===== config.mk =====
export PLATFORM = sky130hd
export DESIGN_NAME = fetch_stage
export DESIGN_NICKNAME = d
export VERILOG_FILES = /design/src/rtl/fetch_stage.sv
export SDC_FILE = /design/constraint.sdc
export NUM_CORES = 1
export LEC_CHECK = 0
export CAP_MARGIN = 20
export CORE_ASPECT_RATIO = 1.2
export CORE_MARGIN = 4
export CORE_UTILIZATION = 50
export DETAILED_ROUTE_END_ITERATION = 16
export PLACE_DENSITY = 0.89
export SLEW_MARGIN = 20
export SYNTH_ARGS = -nofsm -noshare
export SYNTH_HDL_FRONTEND = slang
export SYNTH_SLANG_ARGS = --single-unit

===== constraint.sdc =====
create_clock -name clk -period 16.85 [get_ports clk]
set_clock_uncertainty 0.15 [all_clocks]
set_input_delay 5.055 -clock clk [delete_from_list [all_inputs] [get_ports clk]]
set_output_delay 5.055 -clock clk [all_outputs]
set_load 0.005 [all_outputs]

===== src/rtl/fetch_stage.sv =====
// fetch_stage - instruction fetch between the PC register and IF/ID.
//
// Issues one instruction-memory request at a time from pc_current.
// It captures the response together with its PC into the IF/ID register.
// A flush (redirect) discards wrong-path responses. A one-entry hold buffer
// absorbs a response that arrives while decode is stalled on a valid IF/ID.
//
// Ports:
//   clk, reset_n       clock, synchronous active-low reset
//   pc_current         current PC; also the request address
//   flush              redirect taken this cycle
//   id_stall           decode cannot accept a new instruction
//   imem_req/addr      request valid / address (one outstanding max)
//   imem_ready         memory accepts the request this cycle
//   imem_rvalid/rdata  response valid / instruction word
//   pc_write           PC register loads its next value
//   if_id_valid/pc/instr  IF/ID pipeline register contents
module fetch_stage #(
    parameter logic [31:0] NOP_INSTR = 32'h0000_0013
) (
    input  logic        clk,
    input  logic        reset_n,
    input  logic [31:0] pc_current,
    input  logic        flush,
    input  logic        id_stall,
    output logic        imem_req,
    output logic [31:0] imem_addr,
    input  logic        imem_ready,
    input  logic        imem_rvalid,
    input  logic [31:0] imem_rdata,
    output logic        pc_write,
    output logic        if_id_valid,
    output logic [31:0] if_id_pc,
    output logic [31:0] if_id_instr
);

    typedef enum logic [1:0] {
        S_REQ  = 2'd0,
        S_WAIT = 2'd1,
        S_DROP = 2'd2,
        S_HOLD = 2'd3
    } state_t;

    state_t      state, state_next;
    logic [31:0] req_pc;
    logic        hold_valid;
    logic [31:0] hold_pc;
    logic [31:0] hold_instr;

    logic        accept;       // request handed to memory this cycle
    logic        load_if_id;   // IF/ID takes load_pc/load_instr
    logic        load_hold;    // response parked in the hold buffer
    logic        hold_release; // hold entry moves into IF/ID
    logic [31:0] load_pc;
    logic [31:0] load_instr;

    assign imem_addr = pc_current;

    always_comb begin
        state_next   = state;
        imem_req     = 1'b0;
        pc_write     = 1'b0;
        accept       = 1'b0;
        load_if_id   = 1'b0;
        load_hold    = 1'b0;
        hold_release = 1'b0;
        load_pc      = req_pc;
        load_instr   = imem_rdata;

        case (state)
            S_REQ: begin
                imem_req = !flush;
                if (imem_ready && !flush) begin
                    accept     = 1'b1;
                    state_next = S_WAIT;
                end
            end
            S_WAIT: begin
                if (imem_rvalid) begin
                    state_next = S_REQ;
                    if (!flush) begin
                        // Deliver: IF/ID if it is free or being consumed,
                        // otherwise park in the hold buffer.
                        if (!if_id_valid || !id_stall) begin
                            load_if_id = 1'b1;
                        end else begin
                            load_hold  = 1'b1;
                            state_next = S_HOLD;
                        end
                    end
                end else if (flush) begin
                    state_next = S_DROP;
                end
            end
            S_DROP: begin
                if (imem_rvalid) begin
                    state_next = S_REQ;
                end
            end
            S_HOLD: begin
                if (flush) begin
                    state_next = S_REQ;
                end else if (!id_stall) begin
                    hold_release = 1'b1;
                    load_if_id   = 1'b1;
                    load_pc      = hold_pc;
                    load_instr   = hold_instr;
                    state_next   = S_REQ;
                end
            end
            default: state_next = S_REQ;
        endcase

        pc_write = accept || flush;

        // Nothing leaves the stage while reset is held.
        if (!reset_n) begin
            imem_req = 1'b0;
            pc_write = 1'b0;
        end
    end

    always_ff @(posedge clk) begin
        if (!reset_n) begin
            state <= S_REQ;
            req_pc <= '0;
        end else begin
            state <= state_next;
            if (accept) begin
                req_pc <= pc_current;
            end
        end
    end

    always_ff @(posedge clk) begin
        if (!reset_n || flush) begin
            hold_valid <= 1'b0;
            if (!reset_n) begin
                hold_pc    <= '0;
                hold_instr <= '0;
            end
        end else if (load_hold) begin
            hold_valid <= 1'b1;
            hold_pc    <= req_pc;
            hold_instr <= imem_rdata;
        end else if (hold_release) begin
            hold_valid <= 1'b0;
        end
    end

    always_ff @(posedge clk) begin
        if (!reset_n) begin
            if_id_valid <= 1'b0;
            if_id_pc    <= '0;
            if_id_instr <= NOP_INSTR;
        end else if (flush) begin
            if_id_valid <= 1'b0;
            if_id_instr <= NOP_INSTR;
        end else if (load_if_id) begin
            if_id_valid <= 1'b1;
            if_id_pc    <= load_pc;
            if_id_instr <= load_instr;
        end else if (!(id_stall && if_id_valid)) begin
            if_id_valid <= 1'b0;
        end
    end

endmodule


# Word level (Yosys, flattened, before mapping)
# Index checks and enable logic that the tools add are counted.
# classes
addsub	0
n_mul	0
div_mod_pow	0
order_cmp	0
n_eq_ne	9
shifts	0
muxes	35
bitwise	2
n_reduce_logical	15
# ops
cell	count
$mux 32	9
$mux 1	16
$mux 2	8
$ne 2x2->1 const B	4
$pmux 2 s4	1
$ne 3x3->1 const B	2
$eq 2x2->1 const B	2
$logic_not 1->1	4
$reduce_and 2->1	2
$reduce_and 4->1	1
$logic_or 1x1->1	3
$eq 2x1->1 const B	1
$logic_and 1x1->1	2
$logic_not 2->1	1
$not 1->1	2
$pmux 1 s2	1
$reduce_bool 2->1	1
$reduce_or 2->1	1
# word_totals
reg_bits	163
latch_bits	0
ramBits	0
mem_bits_ro	0
elab_cells	68
mem_count	0

# Depth between registers and ports, before layout
# Gate-level depths: netlist of the first run.
# depth
depth_word	8
mapped_depth	6
depth_no_buf	3

# Least setup slack after synthesis of the first run
# Ideal clock, no wire load.
# synth_path
path_kind	in2reg
from	in flush
to	reg hold_instr[0], enable pin
setup_time_ns	0.661
arrival_ns	11.757
t_required_ns	16.039
setup_slack_ns	4.282
path_stages	2
n_path_buf	1
cell_sequence	buf_2 o41ai_1
# synth_via
elab_chain_len	5
word_cells_on_any_way	7
# synth_lines
item	line	text
from (decl)	24	input logic flush,
$mux 1	81	if (!flush) begin
$mux 1	79	if (imem_rvalid) begin
$mux 1	70	case (state)
$reduce_bool 2->1 (no source line)	--	
$reduce_and 2->1 (no source line) *	--	
to (signal assigned)	145	hold_instr <= imem_rdata;
to (decl)	48	logic [31:0] hold_instr;
# Every way passes the cells marked *; elsewhere a longest branch is shown, timed or not.
# A chain may end at the register's enable or synchronous reset.

# Final worst setup path of the first run
# layout_path
from	in flush
to	out imem_req
# layout_via
elab_chain_len	3
# layout_lines
item	line	text
$logic_not 1->1	--	
$mux 1	70	
$mux 1	117	if (!reset_n) begin
to (decl)	26	output logic imem_req,
# Every way passes these cells.

==> results of run 1 <==
[Yosys cell counts, drive strengths merged]
library cell	count
a211oi	29
a21oi	34
a311oi	35
a31oi	64
and2	64
and3	1
and3b	1
and4	1
buf	79
clkbuf	21
dfxtp	99
edfxtp	64
inv	2
mux2	1
mux2i	29
nand2	137
nand2b	3
nand3	1
nand3b	1
nor2	3
nor2b	4
nor3	1
nor4b	1
o21a	1
o21ai	2
o22a	1
o32ai	1
o41ai	1
or2	1
or4b	1
[final timing paths]
path / startpoint / endpoint / cells past startpoint
max: flush / imem_req / 5
min: req_pc[1] / req_pc[1] / 2
max reg2reg: state[1] / if_id_pc[7] / 4
min reg2reg: req_pc[1] / req_pc[1] / 2
[stage by stage]
stage               instance area (µm²)  setup WS (ns)  cells  hold WS (ns)
CTS                                9410           4.49    970         0.320
floorplan                          7390           4.28    683         0.295
global route                       9410           4.39    970         0.340
detailed placement                 8780           4.50    938         0.307
finish                             9410           4.47    970         0.318
global placement                   8780           4.55    938         0.303
[cells by family (layout without fill, tap and decap cells)]
family / count (synthesis) / in the layout / share of synthesized area, %
buffers and inverters: 102 / 214 / 8.81
AO/OA/AOI/OAI: 168 / 168 / 20.0
flip-flops: 163 / 163 / 52.8
multiplexers: 30 / 30 / 4.08
AND/OR/NAND/NOR: 220 / 220 / 14.3
[power by group]
part	internal, mW	switching [mW]	leakage [nW]
clock	0.243	0.167	0.307
combinational	0.0387	0.0395	1.51
sequential	0.425	0.00692	1.44
[area by class of cell]
| type | instances | area, µm² |
|---|---|---|
| fill | 1092 | 5010 |
| sequential | 163 | 3900 |
| multi-input combinational | 418 | 2880 |
| timing repair buffer | 180 | 1770 |
| clock buffer | 18 | 439 |
| tap | 175 | 219 |
| clock inverter | 14 | 190 |
| inverter | 2 | 7.51 |
[flip-flops by register name, indices dropped and copies added (netlist names)]
register,count
hold_instr,32
hold_pc,32
if_id_instr,32
if_id_pc,32
req_pc,32
state,2
if_id_valid,1
[worst reg2reg max path, cell delays in order (launching register included)]
cell,delay [ns]
sky130_fd_sc_hd__dfxtp_1,0.48
sky130_fd_sc_hd__o21ai_4,0.20
sky130_fd_sc_hd__buf_4,0.61
sky130_fd_sc_hd__and3_4,1.06
sky130_fd_sc_hd__a311oi_2,0.25
[layer usage]
metal | GRT usage [%] | vias to the layer above | wire (µm)
met2 | 35.4 | 213 | 8870
met3 | 4.41 | 33 | 924
met5 | 0 | - | 0
li1 | - | 2634 | -
met4 | 9.88 | 0 | 447
met1 | 25.0 | 2649 | 7330
==> results.md, run 1 <==
| Group | Item | This run |
| --- | --- | --- |
| routing | DRC errors left | 0 |
| cts | Clock edge transition at the registers on the reported setup and hold paths | 0.06 ns |
| synth | Total of flip-flops plus latches after synthesis | 163 |
| final layout | Highest-count cells in the layout ignoring fill and taps | sky130_fd_sc_hd__clkdlybuf4s50_1, sky130_fd_sc_hd__nand2_1, sky130_fd_sc_hd__dfxtp_1 |
| setup path | Buffering stage count on the worst path with inverters included | 3 |
| place | Quantity of I/O buffers inserted on ports | 168 |
| synth | Cells after Synth | 683 |
| cts | Buffer type at the clock tree root | sky130_fd_sc_hd__clkbuf_16 |
| floorplan | Number of ports placed on the die boundary | 169 |
| cts | Cells resized by post-CTS repair | 0 |
| final layout | Area delta synth->final | 27.3% |
| timing | Highest attainable clock frequency | 80.8 MHz |
| pwr | Design Power | 919 µW |
| pwr | Worst vdd rail ir drop | 0.0562 mV |
| floorplan | Total die area | 16,800 µm² |
| setup path | Critical path's most frequent cell | sky130_fd_sc_hd__clkdlybuf4s50_1 |
| synth | Portion of the post-synthesis area used by sequential elements | 52.8% |
| setup path | R2r setup slk | 13.91 ns |
| final layout | Number of antenna diodes | 0 |
| cts | Number of buffers created by CTS | 17 |
| global route | Number of antenna violations at the first check in global routing | 0 |
| timing | Final-report max-slew violation count | 0 |
| synth | Top-area cell type share of the netlist area | 26.8% |
| floorplan | Die Y-Extent | 141 µm |
| floorplan | Area of the core region | 14,400 µm² |
| setup path | Largest fanout on the critical path | 34 |
| synth | Number of warnings printed during yosys synthesis | 0 |
| routing | Number of nets still failing antenna checks after routing | 0 |
| pwr | Leakage dissipation | 3.25 nW |
| setup path | Crit path required time | 11.64 ns |
| routing | Routed len/inst | 18.1 µm |
| routing | Via density per instance | 5.70 |
| floorplan | Effective utilization at floorplan | 51.3% |
| setup path | Critical path, cell by cell | clkdlybuf4s50_1, nand2b_2, buf_4, nor3_1, clkdlybuf4s50_1 |
| timing | Worst relative slew slack | 27.3% |
| final layout | Leading cell type in the layout, fill and taps excluded | sky130_fd_sc_hd__clkdlybuf4s50_1 |
| synth | Net count of the mapped netlist | 753 |
| cts | Maximum count of clock buffers along a single path | 2 |
| global route | First-pass GRT wire length | 28,200 µm |
| synth | Top cells by area, synth | sky130_fd_sc_hd__dfxtp_1, sky130_fd_sc_hd__edfxtp_1, sky130_fd_sc_hd__nand2_1 |
| synth | Number of different library cells in the post-synthesis netlist | 34 |
| global route | Via count of the first global-routing pass | 5,534 |
| floorplan | Overall die width | 119 µm |
| cts | Post-CTS setup buffer count | 0 |
| timing | Post-layout min period | 12.38 ns |
| cts | Number of buffers added to fix hold violations after cts | 0 |
| cts | Clock tree from TritonCTS | yes |
| cts | CTS HTree Levels | 4 |
| place | Routability Congestion | 0.809 |
| cts | TritonCTS sink count | 163 |
| synth | Summed instance area of the synthesized netlist | 7390 µm² |
| synth | Mean area per synthesized cell | 10.8 µm² |
| final layout | Total Nets Final | 852 |
| pwr | Power per cell area | 97.7 nW/µm² |
| run status | Result of the run | complete, no violations |
| setup path | Biggest cell delay along the critical path | 0.84 ns |
| routing | Starting DRT DRC Count | 415 |
| global route | Global route overflow | 0 |
| synth | Area leader, netlist | sky130_fd_sc_hd__dfxtp_1 |
| setup path | Critical path launch point type | input pin |
| floorplan | Placement row count | 48 |
| timing | Slew at the pin closest to its max-slew limit | 1.09 ns |
| global route | Pin count of the biggest net entering global routing | 68 |
| setup path | CP delay by family, top | buffers and inverters |
| final layout | Final core area utilization | 65.3% |
| job | Max-cap violation count | 0 |
| cts | Clock latency of the later-clocked register in the worst-skew pair | 0.42 ns |
| timing | Setup TNS | 0 ns |
| timing | RSZ-0062 raised after global routing | no |
| timing | Final hold vios | 0 |
| final layout | Layout cell share with drive strength beyond 1 | 14.5% |
| setup path | Critical path start-end classification | input pin to output pin |
| routing | Overall via count from detail_route | 5,529 |
| setup path | Worst path slowest cell | sky130_fd_sc_hd__clkdlybuf4s50_1 |
| routing | Drt first pass iters | 5 |
| global route | Overall Global Routing Usage | 20.7% |
| timing | Endpoints failing setup | 0 |
| timing | Portion of the clock cycle consumed by the worst path in the final layout | 73.5% |
| setup path | Endpoint arrival time on the critical path | 7.17 ns |
| hold path | Path category of the worst min-delay check | flop to flop |
| place | Placed wire-length estimate after detailed placement | 10,800 µm |
| setup path | Nature of the critical path endpoint | output pin |
| routing | Final WL | 17,600 µm |
No activity file was read; power rests on OpenSTA's default activity.
==> run 2: changes to the inputs <==
Settings changed: CORE_UTILIZATION 50 to 46, PLACE_DENSITY 0.89 to 0.86.
Clock period 16.85 ns to 10.7 ns, I/O delays scaled along.
==> run 2 against run 1 <==
- first-iteration DRC count down 9.4%
- hold slack lost 0.0010 ns
- cell count grew 3.4%
- core utilization fell by 5.5 points
==> results.md, run 2 (same netlist as run 1, synthesis figures left out) <==
| Group | Item | This run | Delta |
| --- | --- | --- | --- |
| run status | Result of the run | complete, no violations | unchanged |
| floorplan | Overall die width | 124 µm | was 119 µm |
| setup path | Largest fanout on the critical path | 33 | was 34 |
| cts | Post-CTS setup buffer count | 0 | unchanged |
| timing | Endpoints failing setup | 0 | unchanged |
| timing | Worst relative slew slack | 27.2% | was 27.3% |
| floorplan | Area of the core region | 15,700 µm² | was 14,400 µm² |
| routing | Starting DRT DRC Count | 376 | was 415 |
| floorplan | Die Y-Extent | 147 µm | was 141 µm |
| cts | Clock tree from TritonCTS | yes | unchanged |
| floorplan | Effective utilization at floorplan | 47.1% | was 51.3% |
| global route | Via count of the first global-routing pass | 5,514 | was 5,534 |
| pwr | Leakage dissipation | 3.22 nW | was 3.25 nW |
| timing | Post-layout min period | 8.69 ns |  |
| routing | Number of nets still failing antenna checks after routing | 0 | unchanged |
| final layout | Area delta synth->final | 27.0% | was 27.3% |
| final layout | Layout cell share with drive strength beyond 1 | 13.8% | was 14.5% |
| global route | Number of antenna violations at the first check in global routing | 0 | unchanged |
| floorplan | Placement row count | 50 | was 48 |
| place | Routability Congestion | 0.753 | was 0.809 |
| final layout | Number of antenna diodes | 0 | unchanged |
| setup path | Worst path slowest cell | sky130_fd_sc_hd__clkdlybuf4s50_1 | unchanged |
| final layout | Leading cell type in the layout, fill and taps excluded | sky130_fd_sc_hd__clkdlybuf4s50_1 | unchanged |
| setup path | Critical path, cell by cell | clkdlybuf4s50_1, nor4b_4, buf_4, nor2_1, nor2_1, clkdlybuf4s50_1 | was clkdlybuf4s50_1, nand2b_2, buf_4, nor3_1, clkdlybuf4s50_1 |
| cts | Clock latency of the later-clocked register in the worst-skew pair | 0.41 ns | was 0.42 ns |
| setup path | Critical path start-end classification | input pin to output pin | unchanged |
| cts | TritonCTS sink count | 163 | unchanged |
| setup path | Critical path launch point type | input pin | unchanged |
| routing | Overall via count from detail_route | 5,508 | was 5,529 |
| routing | Drt first pass iters | 5 | unchanged |
| job | Max-cap violation count | 0 | unchanged |
| timing | Final hold vios | 0 | unchanged |
| setup path | Crit path required time | 7.34 ns | was 11.64 ns |
| timing | Setup TNS | 0 ns | unchanged |
| pwr | Design Power | 1.37 mW | was 919 µW |
| pwr | Power per cell area | 147 nW/µm² | was 97.7 nW/µm² |
| cts | Buffer type at the clock tree root | sky130_fd_sc_hd__clkbuf_16 | unchanged |
| place | Placed inst area | 8830 µm² | was 8780 µm² |
| floorplan | Number of ports placed on the die boundary | 169 | unchanged |
| global route | First-pass GRT wire length | 28,500 µm | was 28,200 µm |
| cts | Maximum count of clock buffers along a single path | 2 | unchanged |
| routing | DRC errors left | 0 | unchanged |
| setup path | Biggest cell delay along the critical path | 0.74 ns | was 0.84 ns |
| timing | Slew at the pin closest to its max-slew limit | 1.09 ns | about the same |
| setup path | Nature of the critical path endpoint | output pin | unchanged |
| final layout | Highest-count cells in the layout ignoring fill and taps | sky130_fd_sc_hd__clkdlybuf4s50_1, sky130_fd_sc_hd__nand2_1, sky130_fd_sc_hd__dfxtp_1 | unchanged |
| cts | Number of buffers added to fix hold violations after cts | 0 | unchanged |
| place | Placed wire-length estimate after detailed placement | 10,900 µm | was 10,800 µm |
| timing | Portion of the clock cycle consumed by the worst path in the final layout | 81.2% |  |
| hold path | Path category of the worst min-delay check | flop to flop | unchanged |
| final layout | Post-route cell area | 9380 µm² | was 9410 µm² |
| routing | Via density per instance | 5.49 | was 5.70 |
| cts | Number of buffers created by CTS | 17 | unchanged |
| final layout | Total Nets Final | 852 | unchanged |
| routing | Routed len/inst | 17.7 µm | was 18.1 µm |
| cts | Clock edge transition at the registers on the reported setup and hold paths | 0.06 ns | about the same |
| timing | RSZ-0062 raised after global routing | no | unchanged |
| cts | CTS HTree Levels | 4 | unchanged |
| global route | Pin count of the biggest net entering global routing | 67 | was 68 |
| global route | Global route overflow | 0 | unchanged |
| setup path | Endpoint arrival time on the critical path | 5.33 ns | was 7.17 ns |
| floorplan | Total die area | 18,200 µm² | was 16,800 µm² |
| pwr | Worst vdd rail ir drop | 0.100 mV | was 0.0562 mV |
| place | Quantity of I/O buffers inserted on ports | 168 | unchanged |
| routing | Final WL | 17,800 µm | was 17,600 µm |
| timing | Highest attainable clock frequency | 115 MHz |  |
| cts | Cells resized by post-CTS repair | 0 | unchanged |
| timing | Final-report max-slew violation count | 0 | unchanged |
| global route | Overall Global Routing Usage | 19.7% | was 20.7% |
-- run 2: where the power goes --
part	switching, mW	total [mW]	internal, mW
sequential	0.0108	0.680	0.669
clock	0.238	0.571	0.333
combinational	0.0623	0.123	0.0611
-- run 2: metrics by stage --
step | utilization [%] | hold slack, ns | setup slack [ns] | instances
6_report | 59.7 | 0.317 | 2.01 | 1003
5_1_grt | 59.7 | 0.335 | 1.90 | 1003
4_1_cts | 59.7 | 0.317 | 2.00 | 1003
3_5_place_dp | 56.2 | 0.309 | 2.02 | 971
3_3_place_gp | 56.2 | 0.304 | 2.01 | 971
2_1_floorplan | - | 0.295 | 3.05 | 683
-- run 2: layout make-up --
class                   count  area (µm²)
clock inverters             8        78.8
clock buffers              24         472
inverters                   2        7.51
multi-input cells         418        2890
repair buffers            180        1770
flip-flops and latches    163        3900
fillers                  1299        6320
well taps                 208         260
-- run 2: worst max-delay path, delay by kind of cell --
family | cells | cell delay, ns
and+or+nand+nor | 3 | 0.50
buffers and inverters | 3 | 1.60
-- run 2: final timing paths --
| kind | from | slack (ns) | depth (start not counted) | to |
|---|---|---|---|---|
| max | flush | 2.01 | 6 | pc_write |
| min | req_pc[3] | 0.32 | 2 | req_pc[3] |
| min reg2reg | req_pc[3] | 0.32 | 2 | req_pc[3] |
| max reg2reg | state[1] | 8.30 | 3 | if_id_pc[30] |
-- run 2: per-layer routing --
layer	vias up	GRT usage (%)	wire (µm)
li1	2628	-	-
met1	2698	23.9	7380
met2	158	34.3	9200
met3	24	3.39	880
met4	0	7.59	337
met5	-	0	0
==> run 3: changes to the inputs <==
Clock period 10.7 ns to 7.1 ns, I/O delays scaled along.
==> run 3 against run 2 <==
- cell count is the same
- largest power group unchanged
- global-route usage grew 0.31 points
- sequential cell count is the same
- sequential share of layout area is the same
- worst setup slack lost 1.2 ns
- critical endpoint unchanged
==> results.md, run 3 (same netlist as run 1, synthesis figures left out) <==
| Group | Item | This run | Delta |
| --- | --- | --- | --- |
| run status | Result of the run | complete, no violations | unchanged |
| floorplan | Die Y-Extent | 147 µm | unchanged |
| timing | Endpoints failing setup | 0 | unchanged |
| place | Routability Congestion | 0.744 | was 0.753 |
| final layout | Number of antenna diodes | 0 | unchanged |
| routing | Overall via count from detail_route | 5,520 | was 5,508 |
| place | Placed inst area | 8830 µm² | unchanged |
| cts | Post-CTS setup buffer count | 0 | unchanged |
| global route | First-pass GRT wire length | 28,900 µm | was 28,500 µm |
| setup path | R2r setup slk | 3.95 ns | was 8.30 ns |
| setup path | Biggest cell delay along the critical path | 0.69 ns | was 0.74 ns |
| timing | Worst relative slew slack | 26.6% | was 27.2% |
| final layout | Fill cell count | 1,303 | was 1,299 |
| setup path | Cells on worst reg2reg path | 4 | was 3 |
| timing | Final worst setup slack | 0.859 ns | was 2.01 ns |
| pwr | Power per cell area | 220 nW/µm² | was 147 nW/µm² |
| place | Placed wire-length estimate after detailed placement | 10,700 µm | was 10,900 µm |
| timing | Final-report max-slew violation count | 0 | unchanged |
| pwr | Design Power | 2.07 mW | was 1.37 mW |
| final layout | Number of cells in the finished layout apart from fillers | 1,003 | unchanged |
| cts | Cells resized by post-CTS repair | 0 | unchanged |
| final layout | Final core area utilization | 59.7% | unchanged |
| setup path | Critical register-to-register path endpoint | if_id_pc[18] | was if_id_pc[30] |
| setup path | Buffering stage count on the worst path with inverters included | 2 | was 3 |
| global route | Overall Global Routing Usage | 20.0% | was 19.7% |
| cts | Clock latency of the later-clocked register in the worst-skew pair | 0.42 ns | was 0.41 ns |
| global route | Pin count of the biggest net entering global routing | 68 | was 67 |
| final layout | Highest-count cells in the layout ignoring fill and taps | sky130_fd_sc_hd__clkdlybuf4s50_1, sky130_fd_sc_hd__nand2_1, sky130_fd_sc_hd__dfxtp_1 | unchanged |
| cts | TritonCTS sink count | 163 | unchanged |
| timing | Setup TNS | 0 ns | unchanged |
| floorplan | Overall die width | 124 µm | unchanged |
| routing | Number of nets still failing antenna checks after routing | 0 | unchanged |
| cts | Clock edge transition at the registers on the reported setup and hold paths | 0.06 ns | about the same |
| routing | Routed len/inst | 17.7 µm | about the same |
| cts | Buffer type at the clock tree root | sky130_fd_sc_hd__clkbuf_16 | unchanged |
| setup path | CP delay by family, top | buffers and inverters | unchanged |
| setup path | Reg-to-Reg Start | state[1] | unchanged |
| pwr | Leakage dissipation | 3.22 nW | about the same |
| floorplan | Placement row count | 50 | unchanged |
| setup path | Critical path, cell by cell | clkdlybuf4s50_1, nor4b_4, nor2_1, nor2_1, clkdlybuf4s50_1 | was clkdlybuf4s50_1, nor4b_4, buf_4, nor2_1, nor2_1, clkdlybuf4s50_1 |
| cts | Number of buffers added to fix hold violations after cts | 0 | unchanged |
| setup path | Crit path required time | 4.82 ns | was 7.34 ns |
| place | Quantity of I/O buffers inserted on ports | 168 | unchanged |
| cts | Clock tree from TritonCTS | yes | unchanged |
| job | Max-cap violation count | 0 | unchanged |
| setup path | Endpoint arrival time on the critical path | 3.96 ns | was 5.33 ns |
| final layout | Area of the multi-input gates | 2890 µm² | unchanged |
| global route | Global route overflow | 0 | unchanged |
| final layout | Layout cell share with drive strength beyond 1 | 14.0% | was 13.8% |
| setup path | Worst path slowest cell | sky130_fd_sc_hd__clkdlybuf4s50_1 | unchanged |
| place | Placement-stage worst setup slack | 0.842 ns | was 2.02 ns |
| global route | Via count of the first global-routing pass | 5,635 | was 5,514 |
| cts | Maximum count of clock buffers along a single path | 2 | unchanged |
| timing | Final hold vios | 0 | unchanged |
| timing | Worst hold slack | 0.316 ns | was 0.317 ns |
| floorplan | Number of ports placed on the die boundary | 169 | unchanged |
| timing | Post-layout min period | 6.24 ns |  |
| routing | Final WL | 17,800 µm | about the same |
| final layout | Post-route cell area | 9380 µm² | unchanged |
| hold path | Hold wc startpoint | req_pc[21] | was req_pc[3] |
| hold path | Path category of the worst min-delay check | flop to flop | unchanged |
| setup path | Critical path launch point type | input pin | unchanged |
| final layout | Sequential cell area | 3900 µm² | unchanged |
| timing | RSZ-0062 raised after global routing | no | unchanged |
| final layout | Area delta synth->final | 27.0% | unchanged |
| cts | CTS HTree Levels | 4 | unchanged |
| hold path | Depth of the worst hold-timing path | 2 | unchanged |
| setup path | Largest fanout on the critical path | 9 | was 33 |
| cts | Number of buffers created by CTS | 17 | unchanged |
| global route | Number of antenna violations at the first check in global routing | 0 | unchanged |
| routing | Drt first pass iters | 5 | unchanged |
| setup path | Critical path start-end classification | input pin to output pin | unchanged |
| hold path | End point of the most critical hold path | req_pc[21] | was req_pc[3] |
| floorplan | Total die area | 18,200 µm² | unchanged |
| routing | Starting DRT DRC Count | 382 | was 376 |
| place | Placed insts | 971 | unchanged |
| floorplan | Area of the core region | 15,700 µm² | unchanged |
| floorplan | Effective utilization at floorplan | 47.1% | unchanged |
| timing | Highest attainable clock frequency | 160 MHz |  |
| routing | DRC errors left | 0 | unchanged |
| setup path | Origin of the worst setup path | flush | unchanged |
| pwr | Worst vdd rail ir drop | 0.125 mV | was 0.100 mV |
| final layout | Leading cell type in the layout, fill and taps excluded | sky130_fd_sc_hd__clkdlybuf4s50_1 | unchanged |
| setup path | Nature of the critical path endpoint | output pin | unchanged |
| routing | Via density per instance | 5.50 | was 5.49 |
| final layout | Total Nets Final | 852 | unchanged |
| timing | Slew at the pin closest to its max-slew limit | 1.10 ns | was 1.09 ns |
| timing | Portion of the clock cycle consumed by the worst path in the final layout | 87.9% |  |
[run 3: cell types whose count changed in the layout (fill, tap and decap cells not counted), sizes merged]
cell / before / now
clkbuf: 24 / 23
clkinv: 5 / 6
clkinvlp: 1 / 2
inv: 3 / 2
[run 3: where the power goes]
| group | internal (mW) | switching [mW] |
|---|---|---|
| registers | 1.01 | 0.0163 |
| logic | 0.0920 | 0.0936 |
| clock network | 0.499 | 0.356 |
| total | 1.60 | 0.466 |
[run 3: cell type report]
| class | instances | share of cell area, % |
|---|---|---|
| Tap cell | 208 | 2.77 |
| Timing Repair Buffer | 180 | 18.9 |
| Inverter | 2 | 0.0800 |
| Clock inverter | 9 | 0.880 |
| Clock buffer | 23 | 4.99 |
| Sequential cell | 163 | 41.6 |
| Multi-Input combinational cell | 418 | 30.8 |
[run 3: worst register-to-register path, stage by stage, from the launching register on]
cell,delay (ns)
sky130_fd_sc_hd__dfxtp_1,0.66
sky130_fd_sc_hd__or2_2,0.21
sky130_fd_sc_hd__buf_4,0.60
sky130_fd_sc_hd__and3_4,1.04
sky130_fd_sc_hd__a311oi_2,0.30
[run 3: worst max-delay path by stage]
stage,slack [ns],cells after the start,end
after global routing,0.69,5,pc_write
final,0.86,5,pc_write
after CTS,0.84,5,pc_write
after detailed placement,0.84,5,pc_write
after floorplan,0.53,2,hold_instr[0]
after global placement,0.86,5,pc_write
[run 3: per-layer routing]
layer  global-route usage, %  vias to the layer above  routed length [µm]  part of all wire, %
met5                       0                        -                   0                    0
met4                    7.59                        0                 298                  1.7
met3                    3.66                       23                 917                  5.2
met2                    34.4                      174                9170                   52
met1                    24.6                     2688                7370                   42
li1                        -                     2635                   -                    -
